File: src/rtl/wb_trace_buffer.sv
// Writeback trace capture: timestamps register/memory write events during a
// bounded window after reset and queues them for a valid/ready consumer.
module wb_trace_buffer #(
    parameter int DATA_WIDTH     = 32,
    parameter int REG_ADDR_WIDTH = 5,
    parameter int MEM_ADDR_WIDTH = 12,
    parameter int DEPTH          = 16,
    parameter int CYCLE_WIDTH    = 16,
    parameter int NUM_CYCLES     = 255,
    parameter int CAPTURE_MEM    = 1
) (
    input  logic                      clock,
    input  logic                      reset,
    input  logic                      rwe,
    input  logic [REG_ADDR_WIDTH-1:0] rd,
    input  logic [DATA_WIDTH-1:0]     rData,
    input  logic                      mwe,
    input  logic [MEM_ADDR_WIDTH-1:0] memAddr,
    input  logic [DATA_WIDTH-1:0]     memDataIn,
    output logic                      out_valid,
    input  logic                      out_ready,
    output logic                      out_kind,
    output logic [CYCLE_WIDTH-1:0]    out_cycle,
    output logic [MEM_ADDR_WIDTH-1:0] out_addr,
    output logic [DATA_WIDTH-1:0]     out_data,
    output logic [$clog2(DEPTH):0]    count,
    output logic                      overflow,
    output logic [15:0]               drop_count,
    output logic                      done
);

    localparam int PW = $clog2(DEPTH);
    localparam int CW = PW + 1;
    localparam int EW = 1 + CYCLE_WIDTH + MEM_ADDR_WIDTH + DATA_WIDTH;
    localparam int WW = $clog2(NUM_CYCLES + 1);

    typedef enum logic {S_CAPTURE, S_DONE} state_e;

    state_e                 state_q, state_d;
    logic [CYCLE_WIDTH-1:0] cyc_q, cyc_d;
    logic [WW-1:0]          win_q, win_d;
    logic [PW-1:0]          rd_ptr_q, rd_ptr_d;
    logic [PW-1:0]          wr_ptr_q, wr_ptr_d;
    logic [CW-1:0]          count_q, count_d;
    logic                   overflow_q, overflow_d;
    logic [15:0]            drop_q, drop_d;
    logic [EW-1:0]          head_q, head_d;

    logic [EW-1:0]          mem_q [DEPTH];

    logic                   capturing;
    logic                   reg_ev;
    logic                   mem_ev;
    logic                   pop;
    logic [CW:0]            free;
    logic [1:0]             n_ev;
    logic [1:0]             n_push;
    logic [1:0]             n_drop;
    logic [CW-1:0]          remain;
    logic [PW-1:0]          wr1_ptr;
    logic [16:0]            drop_sum;
    logic [EW-1:0]          reg_entry;
    logic [EW-1:0]          mem_entry;
    logic [EW-1:0]          push0_entry;
    logic [DEPTH-1:0]       we0;
    logic [DEPTH-1:0]       we1;

    always_comb begin
        state_d     = state_q;
        cyc_d       = cyc_q;
        win_d       = win_q;
        capturing   = (state_q == S_CAPTURE);
        reg_ev      = capturing && rwe && (rd != '0);
        mem_ev      = capturing && (CAPTURE_MEM != 0) && mwe;
        pop         = (count_q != '0) && out_ready;
        // A same-cycle pop frees a slot, so a full FIFO being drained still takes one push.
        free        = (CW+1)'(DEPTH) - {1'b0, count_q} + (CW+1)'(pop);
        n_ev        = {1'b0, reg_ev} + {1'b0, mem_ev};
        n_push      = (free >= (CW+1)'(n_ev)) ? n_ev : free[1:0];
        n_drop      = n_ev - n_push;
        reg_entry   = {1'b0, cyc_q, MEM_ADDR_WIDTH'(rd), rData};
        mem_entry   = {1'b1, cyc_q, memAddr, memDataIn};
        // Register event goes first, and wins the only free slot when space is short.
        push0_entry = reg_ev ? reg_entry : mem_entry;
        wr1_ptr     = wr_ptr_q + PW'(1);
        wr_ptr_d    = wr_ptr_q + PW'(n_push);
        rd_ptr_d    = rd_ptr_q + PW'(pop);
        remain      = count_q - CW'(pop);
        count_d     = remain + CW'(n_push);
        drop_sum    = {1'b0, drop_q} + 17'(n_drop);
        drop_d      = drop_sum[16] ? 16'hFFFF : drop_sum[15:0];
        overflow_d  = overflow_q || (n_drop != 2'd0);

        head_d = head_q;
        if (remain != '0) begin
            head_d = mem_q[rd_ptr_d];
        end else if (n_push != 2'd0) begin
            head_d = push0_entry;
        end

        if (capturing) begin
            cyc_d = cyc_q + CYCLE_WIDTH'(1);
            win_d = win_q + WW'(1);
            if (win_q == WW'(NUM_CYCLES - 1)) begin
                state_d = S_DONE;
            end
        end
    end

    for (genvar gi = 0; gi < DEPTH; gi++) begin : g_slot
        assign we0[gi] = (n_push != 2'd0) && (wr_ptr_q == PW'(gi));
        assign we1[gi] = (n_push == 2'd2) && (wr1_ptr == PW'(gi));
    end

    always_ff @(posedge clock) begin
        for (int i = 0; i < DEPTH; i++) begin
            if (we0[i]) begin
                mem_q[i] <= push0_entry;
            end else if (we1[i]) begin
                mem_q[i] <= mem_entry;
            end
        end
    end

    always_ff @(posedge clock or negedge reset) begin
        if (!reset) begin
            state_q    <= S_CAPTURE;
            cyc_q      <= '0;
            win_q      <= '0;
            rd_ptr_q   <= '0;
            wr_ptr_q   <= '0;
            count_q    <= '0;
            overflow_q <= 1'b0;
            drop_q     <= '0;
            head_q     <= '0;
        end else begin
            state_q    <= state_d;
            cyc_q      <= cyc_d;
            win_q      <= win_d;
            rd_ptr_q   <= rd_ptr_d;
            wr_ptr_q   <= wr_ptr_d;
            count_q    <= count_d;
            overflow_q <= overflow_d;
            drop_q     <= drop_d;
            head_q     <= head_d;
        end
    end

    assign out_valid  = (count_q != '0);
    assign out_data   = head_q[DATA_WIDTH-1:0];
    assign out_addr   = head_q[DATA_WIDTH +: MEM_ADDR_WIDTH];
    assign out_cycle  = head_q[DATA_WIDTH+MEM_ADDR_WIDTH +: CYCLE_WIDTH];
    assign out_kind   = head_q[EW-1];
    assign count      = count_q;
    assign overflow   = overflow_q;
    assign drop_count = drop_q;
    assign done       = (state_q == S_DONE);

endmodule

File: config.mk
export PLATFORM = sky130hd
export DESIGN_NAME = wb_trace_buffer
export DESIGN_NICKNAME = d
export VERILOG_FILES = /design/src/rtl/wb_trace_buffer.sv
export SDC_FILE = /design/constraint.sdc
export NUM_CORES = 2
export LEC_CHECK = 0
export CORE_MARGIN = 1
export CORE_UTILIZATION = 55
export DETAILED_ROUTE_END_ITERATION = 12
export PLACE_DENSITY = 0.74
export SLEW_MARGIN = 0
export SYNTH_ARGS = -nofsm -noshare
export SYNTH_HDL_FRONTEND = slang
export SYNTH_SLANG_ARGS = --single-unit
File: constraint.sdc
create_clock -name clock -period 12.7 [get_ports clock]
set_input_delay 1.905 -clock clock [delete_from_list [all_inputs] [get_ports clock]]
set_output_delay 1.905 -clock clock [all_outputs]
set_load 0.02 [all_outputs]
=== Word-level counts from Yosys, hierarchy flattened ===
Memories as Yosys holds them, arrays and structs flattened.
Index checks and enable logic that the tools add are counted.

* Register bits after elaboration: 116
* Memory bits (writable): 976
* Input bits: 86
* Output and inout port bits: 85
* Logic and storage cells: 276
* Memories: 1

{| class="wikitable"
|+ Memory list
! name !! depth !! width !! rd ports !! clocked after memory_dff !! write ports !! line !! source
|-
| mem_q || 16 || 61 || 1 || 0 || 2 || 49 || <nowiki>logic [EW-1:0] mem_q [DEPTH];</nowiki>
|}

* Add/subtract/negate cells: 12
* Order comparisons: 1
* Equal/unequal tests: 32
* Multiplexer cells: 145
* Bitwise logic cells: 17
* Reduce and logical (&&, ||, !) cells: 59

{| class="wikitable"
|+ Operator list
! cell !! number
|-
| 61-bit two-way mux || 33
|-
| 61-bit OR reduction || 14
|-
| 1-bit two-way mux || 96
|-
| 4-bit == test, second input constant || 16
|-
| 4-bit two-way mux || 14
|-
| 1-bit logical AND || 36
|-
| 4-bit by 3-bit == test with 1-bit output, second input constant || 8
|-
| 16-bit by 2-bit adder with 17-bit output || 1
|-
| 16-bit by 1-bit adder with 16-bit output, second input constant || 1
|-
| 4-bit by 2-bit == test with 1-bit output, second input constant || 4
|-
| 16-bit two-way mux || 1
|-
| 1-bit OR || 16
|-
| 5-bit nonzero test || 3
|-
| 8-bit by 1-bit adder with 8-bit output, second input constant || 1
|-
| 4-bit by 1-bit == test with 1-bit output, second input constant || 2
|-
| 8-bit == test, second input constant || 1
|-
| 4-bit zero test || 2
|-
| 6-bit by 1-bit adder with 6-bit output || 1
|-
| 6-bit by 2-bit >= comparator with 1-bit output || 1
|-
| 2-bit nonzero test || 3
|-
| 5-bit by 5-bit subtractor with 6-bit output, first input constant || 1
|-
| 5-bit by 2-bit adder with 5-bit output || 1
|-
| 5-bit by 1-bit subtractor with 5-bit output || 1
|-
| 4-bit by 1-bit adder with 4-bit output || 1
|-
| other kinds (8) || 8
|}

=== Longest topological paths before layout ===
* Word-level depth: 20
* Depth in mapped cells: 22
* Mapped depth without buffers: 20

=== Worst setup path after synthesis ===
OpenSTA, ideal clock, no wires.

* Path kind: input-to-reg
* Start point: in rd[1]
* End point: mem mem_q[8][0] (netlist bit), enable pin
* Setup time: 0.561 ns
* Data arrival time: 9.447 ns
* Required time: 12.139 ns
* Slack: 2.692 ns
* Stages: 13
* Buffers on the path: 3
* Path through: or4_1 o21ai_0 inv_1 clkbuf_1 clkbuf_1 ha_1 ha_1 nand2b_1 a211o_1 a22oi_1 clkbuf_1 nand3_1 o21ai_0

{| class="wikitable"
|+ RTL lines
! element !! line !! source
|-
| start: declaration || 15 || <nowiki>input logic [REG_ADDR_WIDTH-1:0] rd,</nowiki>
|-
| end: declaration || 49 ||
|}

=== Worst setup path after layout ===
* Start point: in rd[1]
* End point: reg drop_q[4] (netlist: drop_count[4])

* Cells in the longest elaborated chain, start to end: 8

{| class="wikitable"
|+ Ends and longest elaborated chain
! element !! line !! source
|-
| 5-bit nonzero test (*) || 73 || <nowiki>reg_ev = capturing && rwe && (rd != '0);</nowiki>
|-
| 1-bit logical AND (*) || 73 ||
|-
| 1-bit by 1-bit adder with 2-bit output (*) || 78 || <nowiki>n_ev = {1'b0, reg_ev} + {1'b0, mem_ev};</nowiki>
|-
| 6-bit by 2-bit >= comparator with 1-bit output || 79 || <nowiki>n_push = (free >= (CW+1)'(n_ev)) ? n_ev : free[1:0];</nowiki>
|-
| 2-bit two-way mux || 79 ||
|-
| 2-bit subtractor (*) || 80 || <nowiki>n_drop = n_ev - n_push;</nowiki>
|-
| 16-bit by 2-bit adder with 17-bit output (*) || 90 || <nowiki>drop_sum = {1'b0, drop_q} + 17'(n_drop);</nowiki>
|-
| 16-bit two-way mux (*) || 91 || <nowiki>drop_d = drop_sum[16] ? 16'hFFFF : drop_sum[15:0];</nowiki>
|-
| net drop_d[4] || 46 || <nowiki>logic [15:0] drop_q, drop_d;</nowiki>
|-
| end signal: assignment || 144 || <nowiki>drop_q <= drop_d;</nowiki>
|-
| end: declaration || 46 ||
|}

Mark *: on every way through the listed nets, which the timed path passes. The rest lies on a longest branch.
A chain may end at the register's enable or synchronous reset.

==> impl_summary.md <==
Synthesis
The portion of netlist area occupied by mux cells is roughly a quarter. The compound-cell area share of the yosys netlist is 5.862%. The number of warnings reported in the yosys synthesis log is 0. The number of synthesized register bits is 1092. The share of synthesized area in the top cell type comes to 56.57%.

The adder-cell share of the synthesized area is less than 1%. Of the synthesized area, sequential elements account for 62.21%. In the synthesized netlist the async set-or-reset flop fraction comes to 10.62%.

Summing the areas of all xor and xnor instances in the mapped netlist gives less than 1% of the synthesized area. By count the netlist is led by edfxtp_1, mux2_2, mux4_2, clkbuf_1, o21a_1. The synthesized netlist net count is 3115. A synthesized cell averages about 17 µm². The library cell with the largest summed area after synthesis is edfxtp_1. Of the total synthesized cell area, the portion taken by AND, OR, NAND and NOR gates is around 2.0%. The synthesized netlist contains 61 unique library cells. The most used flip-flop cell after synthesis is edfxtp_1. The number of standard cells after synthesis is 3007. The number of enable flip-flop cells after synthesis is 975.

The total standard cell area after synthesis is 51760 µm². By area the synthesized netlist is led by edfxtp_1, mux4_2, mux2_2. After synthesis, the largest family of logic cells by area is multiplexers.

The cell with the most instances after synthesis is edfxtp_1.

Pwr
The leakage dissipation is between 15 and 20 nW. The peak supply drop is 0.2048 mV. The total power draw is 13.43 mW. The power per standard cell area is roughly 230 nW/µm².

Timing
Timing would allow up to 0.1212 GHz. The final critical-path share of the clock period is around two thirds. Summed over all failing endpoints, the final setup total negative slack is 0 ns.

The count of pins over their slew limit is 0. The worst slew margin relative to its limit is 14.97%. Setup violations remaining at the end of the flow were counted as 0.

The smallest clock period supported by the final layout is computed as 8.251 ns. The slew of the pin with the lowest slew margin is 1.275 ns. On the final layout, the worst hold slack is 0.4734 ns. The largest clock skew in the final design is ~0.038 ns. The hold violation total from the final report is 0. Setup repair after global routing left no endpoint under its margin.

Setup path
The highest-delay cell along the critical path is a211oi_1. The critical path required time is between 10 and 15 ns. The critical path is of the input pin to flop type. The type of origin of the critical path is an input pin.

The family with the most delay on the worst path is compound AO/OA/AOI/OAI gates. The critical path's largest stage delay is 0.64 ns. Walking the worst path, the cells encountered are clkdlybuf4s50_1, or4_1, o21ai_4, inv_2, buf_4, ha_1, ha_1, nand2b_1, a211oi_1, o21ai_0, o21ai_0, ha_1, inv_1, ha_1, fa_1, nand4_1, nor4_1, nand3_1, or2_2, o21ai_0. The sort of element at the end of the critical path is a flop. Of all nets on the critical path, the largest fanout is a little under 50. STA puts the critical path data arrival time at between 8 and 9 ns. The most numerous cell on the critical path is ha_1. The number of buffers and inverters on the critical path is 4.

Route
The first detailed-routing pass took 5 iterations. The vias per cell is 6.701. The count of unresolved DRC violations after routing is 0. The final wirelength is ~140 mm. The detail route stage leaves a number of antenna-violating nets equal to 0. Summing over every cut layer, the via total after detailed routing is 29.51k. The wire length per cell after detailed routing is 30.89 µm. The number of DRC markers in iteration 0 is 3346.

Layout
Relative to the synthesized area, the layout overhead comes to 12.10%. The number of fillers in the final layout is about 6.6k. Cells with a size suffix above 1 make up 35.85% of the layout. The cell area after layout is around 58000 µm². At the end of the flow the core is filled with cells to 62.17%. The net count of the finished layout is ~3.2k.

Global routing
The via count of the first global-routing pass is 30.64k. The combined global-route utilization of all metal layers is 28.92%. The wire length of the first global-routing pass is 201.3 mm.

The initial antenna violation count is 1. Entering global routing, the biggest net connects 110 pins. The total congestion overflow after global routing is 0.

Clocking
For this design, the sink count on the clock tree is 1092. After clock tree synthesis, the clock-pin slew on the worst setup and hold paths is 0.06 ns. The worst-case clock buffer depth is 3. The buffers inserted during post-CTS setup optimization is 0. In this run the clock root is driven by a clkbuf_16. The number of buffers inserted during clock tree synthesis is 112.

The count of hold-fix buffers inserted at cts is 0. At the later pin of the worst-skew pair, clock insertion delay measures around 0.71 ns. The level count of the clock H-tree is 3. The CTS tree is yes. Once the clock tree was built, the resizer swapped 0 gates to a different size.

Placement
The total of buffers placed on input and output ports is 170. Routability-driven placement finished with a final weighted congestion of 0.8341. The HPWL after detailed placement is 73.31 mm. After detailed placement, the total cell area comes to 54480 µm².

Floorplanning
The floorplan has around 110 rows. The placeable core area is 93330 µm². The die covers 95340 µm².

The die is 308.8 µm tall. The floorplan step set the die width to 308.8 µm. The effective utilization at floorplan is approximately 55%.

Pin placement for this block handled 171 I/O pins.

Min path
The class of the worst hold path is flop to flop.

Run status
The run finished with clean final reports.

Run
Max-cap violations in this run came to 0.
-- kinds of logic after synthesis --
family          Yosys count
fa+ha+maj                22
xor+xnor                 44
compound gates          417
simple gates            218
flops                  1092
buf+inv                 318
mux                     896
-- final timing paths --
kind	startpoint	endpoint	slack [ns]	depth (start not counted)
worst min-delay path	win_q[6]	win_q[6]	0.47	1
worst max register to register	done	drop_count[4]	5.81	19
worst max-delay path	rd[1]	drop_count[4]	4.45	20
worst min register to register	win_q[6]	win_q[6]	0.47	1
min in group asynchronous	reset	drop_count[13]	1.22	1
max in group asynchronous	reset	head_q[29]	10.15	2
-- layout make-up --
class | instances | area, µm² | area share, %
clock buffers | 145 | 2977 | 5.130
multi-input cells | 1597 | 18480 | 31.84
repair buffers | 229 | 2158 | 3.720
flip-flops and latches | 1092 | 32200 | 55.50
well taps | 1254 | 1569 | 2.704
diodes | 1 | 2.502 | 0.004313
inverters | 21 | 78.83 | 0.1359
clock inverters | 65 | 561.8 | 0.9682
-- registers in the layout, summed over array words and instances (netlist names) --
| register | count |
|---|---|
| count | 5 |
| cyc_q | 16 |
| done | 1 |
| drop_count | 16 |
| head_q | 61 |
| mem_q | 976 |
| overflow | 1 |
| rd_ptr_q | 4 |
| win_q | 8 |
| wr_ptr_q | 4 |
-- layer usage --
layer,vias up,track usage [%],wire [µm]
met1,15590,39.52,53030
met5,-,0,18
li1,12160,-,-
met3,281,5.481,12620
met2,1482,47.03,66120
met4,2,9.580,4246
-- report_power, final --
part	internal [mW]	total, mW	switching, mW
Combinational	2.37	5.31	2.94
Sequential	4.68	4.93	0.249
Clock	1.77	3.19	1.43
Total	8.82	13.4	4.61
-- worst reg2reg max path, stage by stage (launching register included) --
cell and delay [ns]:
dfrtp_1 0.59, nor2b_1 0.33, o21ai_4 0.27, inv_2 0.11
buf_4 0.71, ha_1 0.44, ha_1 0.31, nand2b_1 0.18
a211oi_1 0.65, o21ai_0 0.45, o21ai_0 0.60, ha_1 0.34
inv_1 0.08, ha_1 0.18, fa_1 0.27, nand4_1 0.16
nor4_1 0.42, nand3_1 0.16, or2_2 0.44, o21ai_0 0.12
-- layout by cell type, fill, tap and decap left out, types with 7 or more instances in the layout --
master / n
clkdlybuf4s50_1: 169
a31oi_1: 19
mux2_1: 38
o31ai_1: 38
o21bai_4: 9
mux2_2: 556
a41oi_1: 7
mux4_2: 299
o21a_1: 121
nand2_1: 96
clkbuf_16: 112
a21oi_1: 65
clkinvlp_4: 7
a211oi_4: 8
dfrtp_1: 116
nand3_1: 16
buf_4: 58
ha_1: 17
inv_1: 20
xor2_1: 14
nand2b_1: 25
a22oi_1: 7
a22o_1: 38
nor2_1: 29
a21oi_4: 7
a21boi_0: 8
clkbuf_1: 28
edfxtp_1: 975
clkinv_1: 19
a221oi_1: 7
xnor2_1: 28
o21ai_0: 65
clkinv_2: 22
nor2b_1: 7
nand4_1: 7
-- metrics by stage --
stage               std cells  setup slack (ns)
detailed placement       4193             3.913
global route             4403             3.986
finish                   4404             4.449
global placement         4193             4.205
CTS                      4403             4.629
floorplan                3007             2.692
No activity file was read; power rests on OpenSTA's default activity.
